$ cat config.mk
export PLATFORM = sky130hd
export DESIGN_NAME = out_port_buffered
export DESIGN_NICKNAME = d
export VERILOG_FILES = /design/src/rtl/out_pkg.sv /design/src/rtl/out_fifo.sv /design/src/rtl/out_port_buffered.sv
export SDC_FILE = /design/constraint.sdc
export NUM_CORES = 1
export LEC_CHECK = 0
export BUFFER_PORTS_ARGS = -buffer_cell sky130_fd_sc_hd__buf_2
export CAP_MARGIN = 5
export CORE_MARGIN = 5
export CORE_UTILIZATION = 44
export CTS_CLUSTER_DIAMETER = 120
export DETAILED_ROUTE_END_ITERATION = 7
export GPL_TIMING_DRIVEN = 0
export PLACE_DENSITY = 0.65
export RECOVER_POWER = 25
export SYNTH_ARGS = -nofsm -noshare
export SYNTH_HDL_FRONTEND = slang
export SYNTH_SLANG_ARGS = --single-unit
$ cat constraint.sdc
create_clock -name clk -period 3.4 [get_ports clk]
set_input_delay 0.85 -clock clk [delete_from_list [all_inputs] [get_ports clk]]
set_output_delay 0.85 -clock clk [all_outputs]
set_load 0.02 [all_outputs]
$ cat src/rtl/out_pkg.sv
// Shared types and width helpers for the buffered output port (out_port_buffered, out_fifo).
package out_pkg;

  localparam int DEF_DATA_W   = 4;
  localparam int DEF_DEPTH    = 4;
  localparam int DEF_CHANNELS = 2;

  // Channel index width never drops below one bit, even for a single channel.
  function automatic int ch_w(input int channels);
    return (channels > 1) ? $clog2(channels) : 1;
  endfunction

  function automatic int cnt_w(input int depth);
    return $clog2(depth) + 1;
  endfunction

  localparam int DEF_CH_W  = ch_w(DEF_CHANNELS);
  localparam int DEF_CNT_W = cnt_w(DEF_DEPTH);

  typedef struct packed {
    logic [DEF_CH_W-1:0]   ch;
    logic [DEF_DATA_W-1:0] data;
  } out_entry_t;

endpackage

$ cat src/rtl/out_fifo.sv
// Generic synchronous show-ahead FIFO: head entry is readable combinationally whenever not empty.
module out_fifo
  import out_pkg::*;
#(
  parameter  int DEPTH = DEF_DEPTH,
  parameter  int WIDTH = DEF_CH_W + DEF_DATA_W,
  localparam int PTR_W = $clog2(DEPTH),
  localparam int CNT_W = cnt_w(DEPTH)
) (
  input  logic             clk,
  input  logic             reset,
  input  logic             push_req,
  input  logic             pop_req,
  input  logic [WIDTH-1:0] din,
  output logic [WIDTH-1:0] dout,
  output logic             push_ok,
  output logic             pop_ok,
  output logic [CNT_W-1:0] count,
  output logic             full,
  output logic             empty
);

  logic [WIDTH-1:0] mem_q [DEPTH];
  logic [WIDTH-1:0] mem_d [DEPTH];
  logic [PTR_W-1:0] wr_ptr_q, wr_ptr_d;
  logic [PTR_W-1:0] rd_ptr_q, rd_ptr_d;
  logic [CNT_W-1:0] count_q, count_d;
  logic             full_q, full_d;
  logic             empty_q, empty_d;

  // A full FIFO still accepts a push when the head leaves in the same cycle.
  always_comb begin
    pop_ok   = pop_req && !empty_q;
    push_ok  = push_req && (!full_q || pop_ok);
    mem_d    = mem_q;
    wr_ptr_d = wr_ptr_q;
    rd_ptr_d = rd_ptr_q;
    count_d  = count_q;
    if (push_ok) begin
      mem_d[wr_ptr_q] = din;
      wr_ptr_d        = wr_ptr_q + PTR_W'(1);
    end
    if (pop_ok) begin
      rd_ptr_d = rd_ptr_q + PTR_W'(1);
    end
    case ({push_ok, pop_ok})
      2'b10:   count_d = count_q + CNT_W'(1);
      2'b01:   count_d = count_q - CNT_W'(1);
      default: count_d = count_q;
    endcase
    full_d  = (count_d == CNT_W'(DEPTH));
    empty_d = (count_d == '0);
  end

  always_ff @(posedge clk) begin
    if (reset) begin
      for (int i = 0; i < DEPTH; i++) begin
        mem_q[i] <= '0;
      end
      wr_ptr_q <= '0;
      rd_ptr_q <= '0;
      count_q  <= '0;
      full_q   <= 1'b0;
      empty_q  <= 1'b1;
    end else begin
      for (int i = 0; i < DEPTH; i++) begin
        mem_q[i] <= mem_d[i];
      end
      wr_ptr_q <= wr_ptr_d;
      rd_ptr_q <= rd_ptr_d;
      count_q  <= count_d;
      full_q   <= full_d;
      empty_q  <= empty_d;
    end
  end

  assign dout  = mem_q[rd_ptr_q];
  assign count = count_q;
  assign full  = full_q;
  assign empty = empty_q;

endmodule

$ cat src/rtl/out_port_buffered.sv
// Buffered, channel-tagged output port between the A register and display drivers.
// Define OUT_STALL_EN to back-pressure the sequencer instead of dropping pushes while full.
module out_port_buffered
  import out_pkg::*;
#(
  parameter  int DATA_W   = DEF_DATA_W,
  parameter  int DEPTH    = DEF_DEPTH,
  parameter  int CHANNELS = DEF_CHANNELS,
  localparam int CH_W     = ch_w(CHANNELS),
  localparam int CNT_W    = cnt_w(DEPTH)
) (
  input  logic                         clk,
  input  logic                         reset,
  input  logic                         la_out,
  input  logic [CH_W-1:0]              ch_sel,
  input  logic [DATA_W-1:0]            a_data,
  output logic                         disp_valid,
  input  logic                         disp_ready,
  output logic [DATA_W-1:0]            disp_data,
  output logic [CH_W-1:0]              disp_ch,
  output logic [CHANNELS*DATA_W-1:0]   out_latched,
  output logic [CNT_W-1:0]             count,
  output logic                         full,
  output logic                         empty,
  output logic                         stall,
  output logic                         overflow
);

  localparam int ENT_W = CH_W + DATA_W;

  // Handshake: an entry transfers on a rising edge where disp_valid && disp_ready;
  // disp_valid never depends on disp_ready, and the head holds steady until taken.
  logic [ENT_W-1:0]           push_entry;
  logic [ENT_W-1:0]           head_entry;
  logic                       push_ok;
  logic                       pop_ok;
  logic                       fifo_full;
  logic                       fifo_empty;
  logic [CHANNELS*DATA_W-1:0] latch_q, latch_d;
  logic                       overflow_q, overflow_d;

  assign push_entry = {ch_sel, a_data};

  out_fifo #(
    .DEPTH (DEPTH),
    .WIDTH (ENT_W)
  ) u_fifo (
    .clk      (clk),
    .reset    (reset),
    .push_req (la_out),
    .pop_req  (disp_ready),
    .din      (push_entry),
    .dout     (head_entry),
    .push_ok  (push_ok),
    .pop_ok   (pop_ok),
    .count    (count),
    .full     (fifo_full),
    .empty    (fifo_empty)
  );

  assign disp_data  = head_entry[DATA_W-1:0];
  assign disp_ch    = head_entry[ENT_W-1:DATA_W];
  assign disp_valid = !fifo_empty;
  assign full       = fifo_full;
  assign empty      = fifo_empty;

  // Entries tagged with a nonexistent channel are popped but update no latch.
  always_comb begin
    latch_d = latch_q;
    if (pop_ok) begin
      for (int k = 0; k < CHANNELS; k++) begin
        if (disp_ch == CH_W'(k)) begin
          latch_d[k*DATA_W +: DATA_W] = disp_data;
        end
      end
    end
`ifdef OUT_STALL_EN
    overflow_d = overflow_q;
`else
    overflow_d = overflow_q | (la_out && !push_ok);
`endif
  end

  always_ff @(posedge clk) begin
    if (reset) begin
      latch_q    <= '0;
      overflow_q <= 1'b0;
    end else begin
      latch_q    <= latch_d;
      overflow_q <= overflow_d;
    end
  end

  assign out_latched = latch_q;
  assign overflow    = overflow_q;

`ifdef OUT_STALL_EN
  assign stall = fifo_full;
`else
  assign stall = 1'b0;
`endif

endmodule

==> results.toml <==
[outcome]
status = "finished, final reports clean"

[clock_network]
path_clk_slew_ns = 0.07
post-cts-setup-buffers = 0
clk_latency_ns = 0.29
htreeDepth = 2
cts_tree = "built"
ctsResizeCount = 0
numCtsBuffers = 5
cts_num_sinks = 38
cts_hold_buffers = 0
root_buffer = "clkbuf_8"
clockBufferDepth = 2

[power]
powerDensity_mw_per_mm2 = 595.6
peakVddDrop_uv = 292.0
power_w = 0.001195
p_leak_nw = 0.7824

[routing]
drt_iter0_drc = 44
vias_per_cell = 5.354
drt-total-wl_um = 3791
drc = 0
drtPass1Iterations = 4
avgRoutedWirePerCell_um = 14.41
vias = 1408
detail-route-antenna-nets = 0

[global_route]
top_usage_layer = "met2"
antenna_found_initial = 0
use_met3_pct = 5.372
use_met2_pct = 27.45
use_met1_pct = 17.82
track_usage_pct = 15.70
grt_max_degree = 12
gr-total-overflow = 0
grt_pass1_wl_um = 6382
grt_pass1_vias = 1362

[timing]
fin_setup_tns_ns = 0
hold_violations = 0
tightest_slew_ns = 0.5334
slew_violations = 0
relSlewSlack_pct = 64.29
fin_skew_ns = 0.009120
post-route-period-util_pct = 88.11
period_needed_ns = 2.996
fmax_mhz = 333.8
setup_viol = 0
fin_hold_ws_ns = 0.4517
rsz0062_at_grt = "false"

[setup_path]
rr_endpoint = "u_fifo.full$_SDFF_PP0_"
r2r_slack_ns = 0.68
worstSetupEndpointType = "flop"
path_buf_inv = 3
reg2reg_depth = 10
regToRegStartpoint = "u_fifo.empty$_SDFF_PP1_"
critical_path_class = "input pin to flop"
cp.depth = 11
cp-start-kind = "input pin"
cp.required_ns = 3.63
critPathTopFamily = "adder cells"
crit_chain = "clkbuf_1 -> nand2b_1 -> a21boi_2 -> buf_2 -> inv_1 -> ha_1 -> fa_1 -> xnor2_1 -> or3_1 -> a21oi_1 -> nor2b_1"
arrival_ns = 3.22
cp_max_fo = 10
max_stage_delay_ns = 0.39
critical-path-slowest-cell = "fa_1"

[placement]
dpl_cell_area_mm2 = 0.001931
finalWeightedCongestion = 0.8588
dp_hpwl_um = 2904
port-buffer-count = 27

[worst_hold_path]
hold_class = "flop to flop"
whs_endpoint = "u_fifo.mem_q[18]$_SDFFE_PP0P_"
worstHoldStart = "u_fifo.mem_q[18]$_SDFFE_PP0P_"
min_path_cells = 2

[die]
num_rows = 22
initial_core_util_pct = 46.36
die_y_um = 72.80
fp.dieArea_mm2 = 0.005300
chipWidth_um = 72.80
ios = 30
core_area_mm2 = 0.003744

[logic_synthesis]
yosysWarnings = 0
synth.cell_area_mm2 = 0.001735
ys_seq_area_share_pct = 43.84
syn_inst = 180
synth.ff_latch_count = 38
synth_nets = 195
syn_area_per_cell_um2 = 9.641
synth_area_leader_cell = "dfxtp_1"
synth_area_leaders = "dfxtp_1 44%, a21oi_1 7.2%, mux2i_1 6.9%, mux4_1 6.1%, nand3_1 5.8%"
ys_types = 29
synth_top_area_share_pct = 43.84

[layout]
antenna_cells = 0
drive_gt1_share_pct = 17.21
fin_util_pct = 53.61
area_delta_synth_final_pct = 15.65
fin_nets = 229
design_area_mm2 = 0.002007

[run]
cap_violations = 0
## cells in the mapped netlist
cell type / instances
ha_1: 5
mux2i_1: 12
dfxtp_1: 38
buf_4: 1
or3b_4: 1
mux2_2: 2
a21oi_1: 25
xnor2_1: 2
clkbuf_1: 1
nor2_1: 16
a31oi_1: 1
buf_2: 2
xor2_1: 2
nand3_1: 20
fa_1: 1
mux4_1: 4
nor2b_1: 1
conb_1: 1
a21boi_2: 1
nand2_1: 21
nand2b_1: 1
o21ai_0: 1
or3_1: 1
o211ai_1: 4
nor3b_1: 1
nand3b_1: 1
buf_6: 5
inv_1: 7
o22ai_4: 2
## worst max path at each step
stage	startpoint	endpoint	slack, ns
floorplan	disp_ready	u_fifo.full$_SDFF_PP0_	0.55
global placement	disp_ready	u_fifo.full$_SDFF_PP0_	0.23
detailed placement	disp_ready	u_fifo.full$_SDFF_PP0_	0.17
CTS	disp_ready	u_fifo.full$_SDFF_PP0_	0.45
global route	disp_ready	u_fifo.full$_SDFF_PP0_	0.28
finish	disp_ready	u_fifo.full$_SDFF_PP0_	0.40
## placed cells by master (no fill, tap or decap), types with 2 or more instances in the layout
cell,count
buf_2,19
clkbuf_8,6
buf_6,5
dfxtp_1,38
mux2i_1,12
nand3_1,20
clkbuf_1,12
inv_1,7
o22ai_4,2
o211ai_1,4
mux4_1,4
xnor2_1,2
a21oi_1,25
nand2_1,21
nor2_1,16
xor2_1,2
ha_1,5
mux2_2,2
## state kept, by name, summed over array words and instances, names as in the netlist
name,count
u_fifo.wr_ptr_q,2
u_fifo.mem_q,20
overflow,1
u_fifo.empty,1
u_fifo.full,1
out_latched,8
u_fifo.count,3
u_fifo.rd_ptr_q,2
## final cells by class
cell class              count  area (um^2)
repair buffers             27        122.6
multi-input cells         126        868.3
inverters                   7        26.28
fillers                   347         1737
clock buffers               7        86.33
plain buffers               9        77.57
clock inverters             1        5.005
well taps                  48        60.06
flip-flops and latches     38        760.7
## routing by layer
metal / wire length [um] / vias up
li1: - / 693
met1: 1631 / 665
met2: 1843 / 44
met3: 269 / 6
met4: 47 / 0
met5: 0 / -
## power by group
part | total, W | leakage, nW | internal [W] | switching, W
registers | 0.000526 | 0.309 | 0.000490 | 0.0000365
clock network | 0.000312 | 0.0482 | 0.000163 | 0.000148
logic | 0.000357 | 0.425 | 0.000143 | 0.000215
## cells by family after synthesis
group / count (synthesis) / synth area share, %
compound gates: 34 / 12.55
xor+xnor: 4 / 2.019
fa+ha+maj: 6 / 4.759
buf+inv: 16 / 5.984
flops: 38 / 43.84
mux: 18 / 14.28
other cells: 1 / 0.2161
simple gates: 63 / 16.37
## worst min-delay path: cells and delay by family, from the launching register on
kind,cells,cell delay (ns)
AOI/OAI and AO/OA,1,0.05
DFF,1,0.31
and+or+nand+nor,1,0.05
## through the flow
stage / setup WS (ns) / instances
CTS: 0.4468 / 263
floorplan: 0.5461 / 180
global placement: 0.2272 / 255
global route: 0.2793 / 263
detailed placement: 0.1750 / 255
finish: 0.4043 / 263
No activity file was read; power rests on OpenSTA's default activity.
